**src/rtl/serial_sub_ctrl.sv**
```systemverilog
// Bit-serial subtractor: computes a - b - bin over WIDTH bits, one bit per
// clock, LSB first, using a single full_sub cell and a borrow flop.
// A start/busy/done handshake allows back-to-back operations. A start seen
// in the DONE cycle launches the next operation without an IDLE gap.

module full_sub (
    output logic D,
    output logic B,
    input  logic X,
    input  logic Y,
    input  logic Z
);
    assign D = X ^ Y ^ Z;
    assign B = (~X & Y) | (~(X ^ Y) & Z);
endmodule

module serial_sub_ctrl #(
    parameter int WIDTH = 8,
    localparam int CW   = $clog2(WIDTH + 1)
) (
    input  logic             clk,
    input  logic             rst,
    input  logic             start,
    input  logic [WIDTH-1:0] a,
    input  logic [WIDTH-1:0] b,
    input  logic             bin,
    output logic             busy,
    output logic             done,
    output logic [WIDTH-1:0] diff,
    output logic             bout
);

    typedef enum logic [1:0] {
        IDLE = 2'd0,
        RUN  = 2'd1,
        DONE = 2'd2
    } state_t;

    localparam logic [CW-1:0] LAST_BIT = CW'(WIDTH - 1);

    state_t           state;
    state_t           state_next;

    logic [WIDTH-1:0] a_sh;
    logic [WIDTH-1:0] b_sh;
    logic [WIDTH-1:0] d_sh;
    logic [WIDTH-1:0] d_next;
    logic             borrow_q;
    logic [CW-1:0]    cnt;

    logic             bit_d;
    logic             bit_b;

    logic             capture;
    logic             step;
    logic             finish;

    // Single subtractor cell, reused for every bit position.
    full_sub u_full_sub (
        .D (bit_d),
        .B (bit_b),
        .X (a_sh[0]),
        .Y (b_sh[0]),
        .Z (borrow_q)
    );

    // Result bits enter at the MSB, so after WIDTH steps bit 0 sits at the LSB.
    generate
        if (WIDTH == 1) begin : g_d_one
            assign d_next = bit_d;
        end else begin : g_d_multi
            assign d_next = {bit_d, d_sh[WIDTH-1:1]};
        end
    endgenerate

    // State register.
    always_ff @(posedge clk or posedge rst) begin
        if (rst) begin
            state <= IDLE;
        end else begin
            state <= state_next;
        end
    end

    // Next-state decode and control strobes for the datapath.
    always_comb begin
        state_next = state;
        capture    = 1'b0;
        step       = 1'b0;
        finish     = 1'b0;
        busy       = 1'b0;
        done       = 1'b0;
        unique case (state)
            IDLE: begin
                if (start) begin
                    capture    = 1'b1;
                    state_next = RUN;
                end
            end
            RUN: begin
                busy = 1'b1;
                step = 1'b1;
                if (cnt == LAST_BIT) begin
                    finish     = 1'b1;
                    state_next = DONE;
                end
            end
            DONE: begin
                done = 1'b1;
                if (start) begin
                    capture    = 1'b1;
                    state_next = RUN;
                end else begin
                    state_next = IDLE;
                end
            end
            default: begin
                state_next = IDLE;
            end
        endcase
    end

    // Operand shifters, borrow flop and bit counter.
    always_ff @(posedge clk or posedge rst) begin
        if (rst) begin
            a_sh     <= '0;
            b_sh     <= '0;
            d_sh     <= '0;
            borrow_q <= 1'b0;
            cnt      <= '0;
        end else if (capture) begin
            a_sh     <= a;
            b_sh     <= b;
            borrow_q <= bin;
            cnt      <= '0;
        end else if (step) begin
            a_sh     <= a_sh >> 1;
            b_sh     <= b_sh >> 1;
            d_sh     <= d_next;
            borrow_q <= bit_b;
            cnt      <= cnt + CW'(1);
        end
    end

    // Result registers: updated only on the final bit, held otherwise.
    always_ff @(posedge clk or posedge rst) begin
        if (rst) begin
            diff <= '0;
            bout <= 1'b0;
        end else if (finish) begin
            diff <= d_next;
            bout <= bit_b;
        end
    end

endmodule
```
**config.mk**
```make
export PLATFORM = sky130hd
export DESIGN_NAME = serial_sub_ctrl
export DESIGN_NICKNAME = d
export VERILOG_FILES = /design/src/rtl/serial_sub_ctrl.sv
export SDC_FILE = /design/constraint.sdc
export NUM_CORES = 1
export LEC_CHECK = 0
export CORE_MARGIN = 3
export CORE_UTILIZATION = 40
export CTS_CLUSTER_SIZE = 16
export DETAILED_ROUTE_END_ITERATION = 16
export PLACE_DENSITY = 0.69
export SYNTH_ARGS = -nofsm -noshare
export SYNTH_HDL_FRONTEND = slang
export SYNTH_HIERARCHICAL = 1
export SYNTH_SLANG_ARGS = --single-unit
```
**constraint.sdc**
```tcl
create_clock -name clk -period 2.2 [get_ports clk]
set_input_delay 0.22 -clock clk [delete_from_list [all_inputs] [get_ports clk]]
set_output_delay 0.22 -clock clk [all_outputs]
set_load 0.02 [all_outputs]
```
[Word level (Yosys, flattened, before mapping)]
Index checks and enable logic that the tools add are counted.
Storage, ports and cells
  flip-flop bits (word level): 40
  bits of input ports: 20
  output and inout port bits: 11
  logic and storage cells: 45
Cells by class
  add/subtract/negate cells: 1
  equal/unequal tests: 5
  mux-type cells: 18
  bitwise gates (word level): 8
  reduce and logical (&&, ||, !) cells: 5
Operator list (number)
  2-to-1 mux 8 bit: 4
  2-to-1 mux 1 bit: 9
  2-to-1 mux 4 bit: 2
  case mux 2 bit (3 select lines): 1
  adder 4 x 1 -> 4 bit (second input constant): 1
  equality test 4 x 3 -> 1 bit (second input constant): 1
  2-to-1 mux 2 bit: 2
  != test 2 bit (second input constant): 2
  AND reduction 2 bit: 2
  NOT 1 bit: 3
  bitwise AND 1 bit: 2
  equality test 2 x 1 -> 1 bit (second input constant): 1
  equality test 2 bit (second input constant): 1
  logical NOT 2 bit: 1
  nonzero test 2 bit: 1
  OR reduction 2 bit: 1
  bitwise XOR 1 bit: 2
  bitwise OR 1 bit: 1

[Longest topological paths before layout]
  depth in word-level cells: 6
  depth in mapped cells: 7
  mapped depth without buffers: 5

[Hierarchy]
The synthesis kept the hierarchy.
Modules (own cells, without submodules)
  serial_sub_ctrl: times used 1, cells an instance 150, area an instance 1606.5 um^2
  full_sub: times used 1, cells an instance 4, area an instance 31.3 um^2

[Least setup slack after synthesis]
OpenSTA, ideal clock, no wires.
  path kind: register to register
  from: reg state[1]
  to: reg bout
  setup time: 0.125 ns
  arrival: 1.325 ns
  required time: 2.075 ns
  slack: 0.750 ns
  stages on the path, launching flop included: 5
  buffers on the path: 1
  clock period less this slack: 1.450 ns
  path through: dfrtp_1 nand2b_1 buf_6 nor3_4 mux2_2
On the way
  cells in the longest elaborated chain, start to end: 2
RTL lines
  start, declared: line 41  | state_t state;
  start signal, assigned: line 81  | state <= state_next;
  equality test 2 x 1 -> 1 bit: line 93  | unique case (state)
  2-to-1 mux 1 bit: line 93
  end signal, assigned: line 152  | bout <= bit_b;
  end, declared: line 30  | output logic bout
Every way passes these cells.
A chain may end at the register's enable or synchronous reset.

[Final worst setup path]
  from: reg state[1]
  to: out busy
On the way
  cells in the longest elaborated chain, start to end: 2
RTL lines
  equality test 2 x 1 -> 1 bit: line 93
  2-to-1 mux 1 bit: line 93
  end, declared: line 27  | output logic busy,
Every way passes these cells.

==> parameters.txt <==
Parameter                              Value

Timing
  Skew final    0.01234 ns
  Final setup violation count    0
  Relative slew slack    49.86%
  F_max    0.5063 GHz
  Setup tns final    0 ns
  Hold Vio Cnt, Final    0
  Tmin final    1.975 ns
  Setup repair after global routing missed its margin    no
  Fraction of the cycle the final worst path needs    89.77%
  Actual transition at the worst max-transition pin    0.7521 ns
  Number of pins with negative max-slew slack in the final report    0

Synthesis
  Compound-Gate Fraction of Synth Area    8.327%
  Sequential fraction of the synthesis area    59.59%
  Most used flip-flop cell after synthesis    dfrtp_1
  Simple-gate share of the synthesized area    17.88%
  Leading area contributor after synthesis    dfrtp_1
  Synthesized area per cell    10.64 um2
  Commonest cells in the synthesized netlist    dfrtp_1 (39), nand2_1 (37), mux2_2 (10)
  Cell Area, Synth    1638 um2
  Most area-consuming cells after synthesis    dfrtp_1 (60%), nand2_1 (8.5%), mux2_2 (6.9%), a22oi_1 (3.7%), nand3_1 (2.8%)
  Number of enable flip-flop cells after synthesis    0
  Post-synthesis xor/xnor area fraction    0%
  Adder-cell area share of the yosys netlist    1.986%
  Main combinational cell family by area after synthesis    simple AND/OR/NAND/NOR gates
  Async set-reset flop share out of synthesis    100.0%
  Mux cell area share after synthesis    8.098%
  Synth Warn #    6
  Synthesized netlist net count    176
  Flops & latches, synth    39
  Synth cell types    24
  Gate count of the mapped netlist    154
  Most instantiated library cell after synthesis    dfrtp_1
  Yosys top cell area share    59.59%

Setup path
  Worst Setup End Kind    output pin
  Capturing point of the worst reg2reg path    diff[7]
  Critical path class    reg2out
  Reg-to-Reg Start    state[1]
  CP max FO    10
  Setup slack of the worst register-to-register path    0.51 ns
  Worst R2R Path Depth    3
  Required time of the worst setup path    1.98 ns
  Crit path from    state[1]
  Type of element launching the critical path    register
  CP arrival    1.75 ns

Floorplanning
  Initial core utilization    43.12%
  Row cnt    22
  Die H    69.99 um
  Width of the die    69.99 um
  Top-level I/O count    31
  Die footprint    4899 um2
  Core area    3799 um2

Pwr
  Clock network power share    15.5%
  Power density over the cells    1444 nW/um2
  Worst vdd rail ir drop    0.0004782 V
  Leakage power    0.0009436 uW
  Sequential group share of total power    42.3%
  Overall power after layout    2976 uW
  Net load switching power    1118 uW
  Sw Share    37.56%
  Relative contribution of combinational cells to total power    42.3%
  Internal power    1858 uW

Routing
  Vias    1195
  Count of unresolved DRC violations after routing    0
  Iter 0 DRT Violations    76
  Wire length after detailed routing    3.141 mm
  Total iterations of the first detailed-routing run    4
  Routed wire length per instance    13.42 um
  Number of antenna-violating nets in the routed design    0
  Avg Vias per Cell    5.107

Placement
  Final RePlAce weighted congestion    0.7352
  Port-buffer cells    30
  Detailed Place HPWL    2.130 mm

Clocking
  Post-CTS Hold Fix Bufs    0
  Clock tree from TritonCTS    done
  Clock input transition at the sequential cells of the worst setup and hold paths    0.08 ns
  CTS resizes    0
  Clock latency on the worst-skew pair    0.29 ns
  Post-CTS setup buffer count    0
  Cell at the root of the clock tree    clkbuf_8
  Clock buffer count from CTS    5
  Deepest clock path buffer count    2
  Maximum level of the CTS H-tree    2
  Clock sink count    39

Run
  Max capacitance violation total    0

Layout
  Post-layout net count    207
  Signed area change from the synthesized netlist to the final layout    25.82%
  Number of inserted diodes    0
  Fraction of final layout cells sized beyond drive strength 1    11.29%

Global routing
  Global-route wire length before repair    5.457 mm
  Number of global-route vias before repair    1178
  Global route total overflow    0
  Overall global routing resource usage    14.17%
  Antenna violations before repair    0
  Largest net degree at the start of global routing    40

Min path
  Worst hold path class    in2async

Status
  Result of the run    finished clean
## metrics by stage
stage | setup WS [ns] | instance area [um2] | hold slack [ns] | std cells | util (%)
global route | 0.1326 | 2061 | 0.3869 | 234 | 54.25
CTS | 0.2017 | 2061 | 0.3485 | 234 | 54.25
finish | 0.2250 | 2061 | 0.3325 | 234 | 54.25
floorplan | 0.7501 | 1638 | 0.3481 | 154 | -
detailed placement | 0.5058 | 1979 | 0.4687 | 226 | 52.11
global placement | 0.5432 | 1979 | 0.4658 | 226 | 52.11
## power by group through the flow
stage	logic, uW	clock network (uW)	registers, uW
finish	1260	460	1260
global route	1410	507	1300
CTS	1280	474	1260
detailed placement	1270	0	1270
global placement	1240	0	1250
floorplan	807	0	1320
## cell usage in the layout, fill, tap and decap left out
cell and n:
dfrtp_1 39, nand2_1 37, clkdlybuf4s50_1 30, mux2_2 10, nand3_1 9, nor2_1 8, a22oi_1 8, o22ai_1 6
nor3_1 6, inv_1 5, clkbuf_8 5, buf_4 4, nand2b_1 2, o21ai_0 2, a22o_1 2, mux2i_1 2
clkbuf_1 2, and2b_1 1, a21oi_1 1, a31oi_1 1, nor3_4 1, nor2b_1 1, nand4_1 1, ha_1 1
clkinv_2 1, fa_1 1
## cell families after synthesis
logic type,after synthesis
and+or+nand+nor,66
adders and majority gates,2
buffers and inverters,15
DFF,39
AOI/OAI and AO/OA,20
muxes,12
## cell type report
type | instances | area (um2)
repair buffers | 34 | 330.3
flip-flops and latches | 39 | 975.9
fillers | 342 | 1738
inverters | 5 | 18.77
clock inverters | 1 | 5.005
well taps | 48 | 60.06
clock buffers | 7 | 76.32
multi-input cells | 100 | 594.3
## sequential cells by signal (all words and copies together) (netlist names)
signal    count
borrow_q      1
state         2
bout          1
b_sh          8
diff          8
a_sh          8
d_sh          7
cnt           4
## worst max path at each step
stage | slack, ns | endpoint | depth (start not counted)
5_1_grt | 0.13 | busy | 3
2_1_floorplan | 0.75 | bout | 4
6_report | 0.23 | busy | 3
3_3_place_gp | 0.54 | diff[5] | 3
3_5_place_dp | 0.51 | diff[7] | 3
4_1_cts | 0.20 | busy | 3
## routing by layer
metal	wire length (um)	vias up	share of wire, %	track usage [%]
li1	-	586	-	-
met1	1388	580	44	18.87
met2	1551	23	49	20.57
met3	126	6	4.0	4.317
met4	75	0	2.4	7.660
met5	0	-	0	0
## critical path: stages (launching register included)
cell	delay (ns)
dfrtp_1	0.37
nand2b_1	0.32
inv_1	0.16
clkdlybuf4s50_1	0.61
Power figures use the tool's default switching activity.
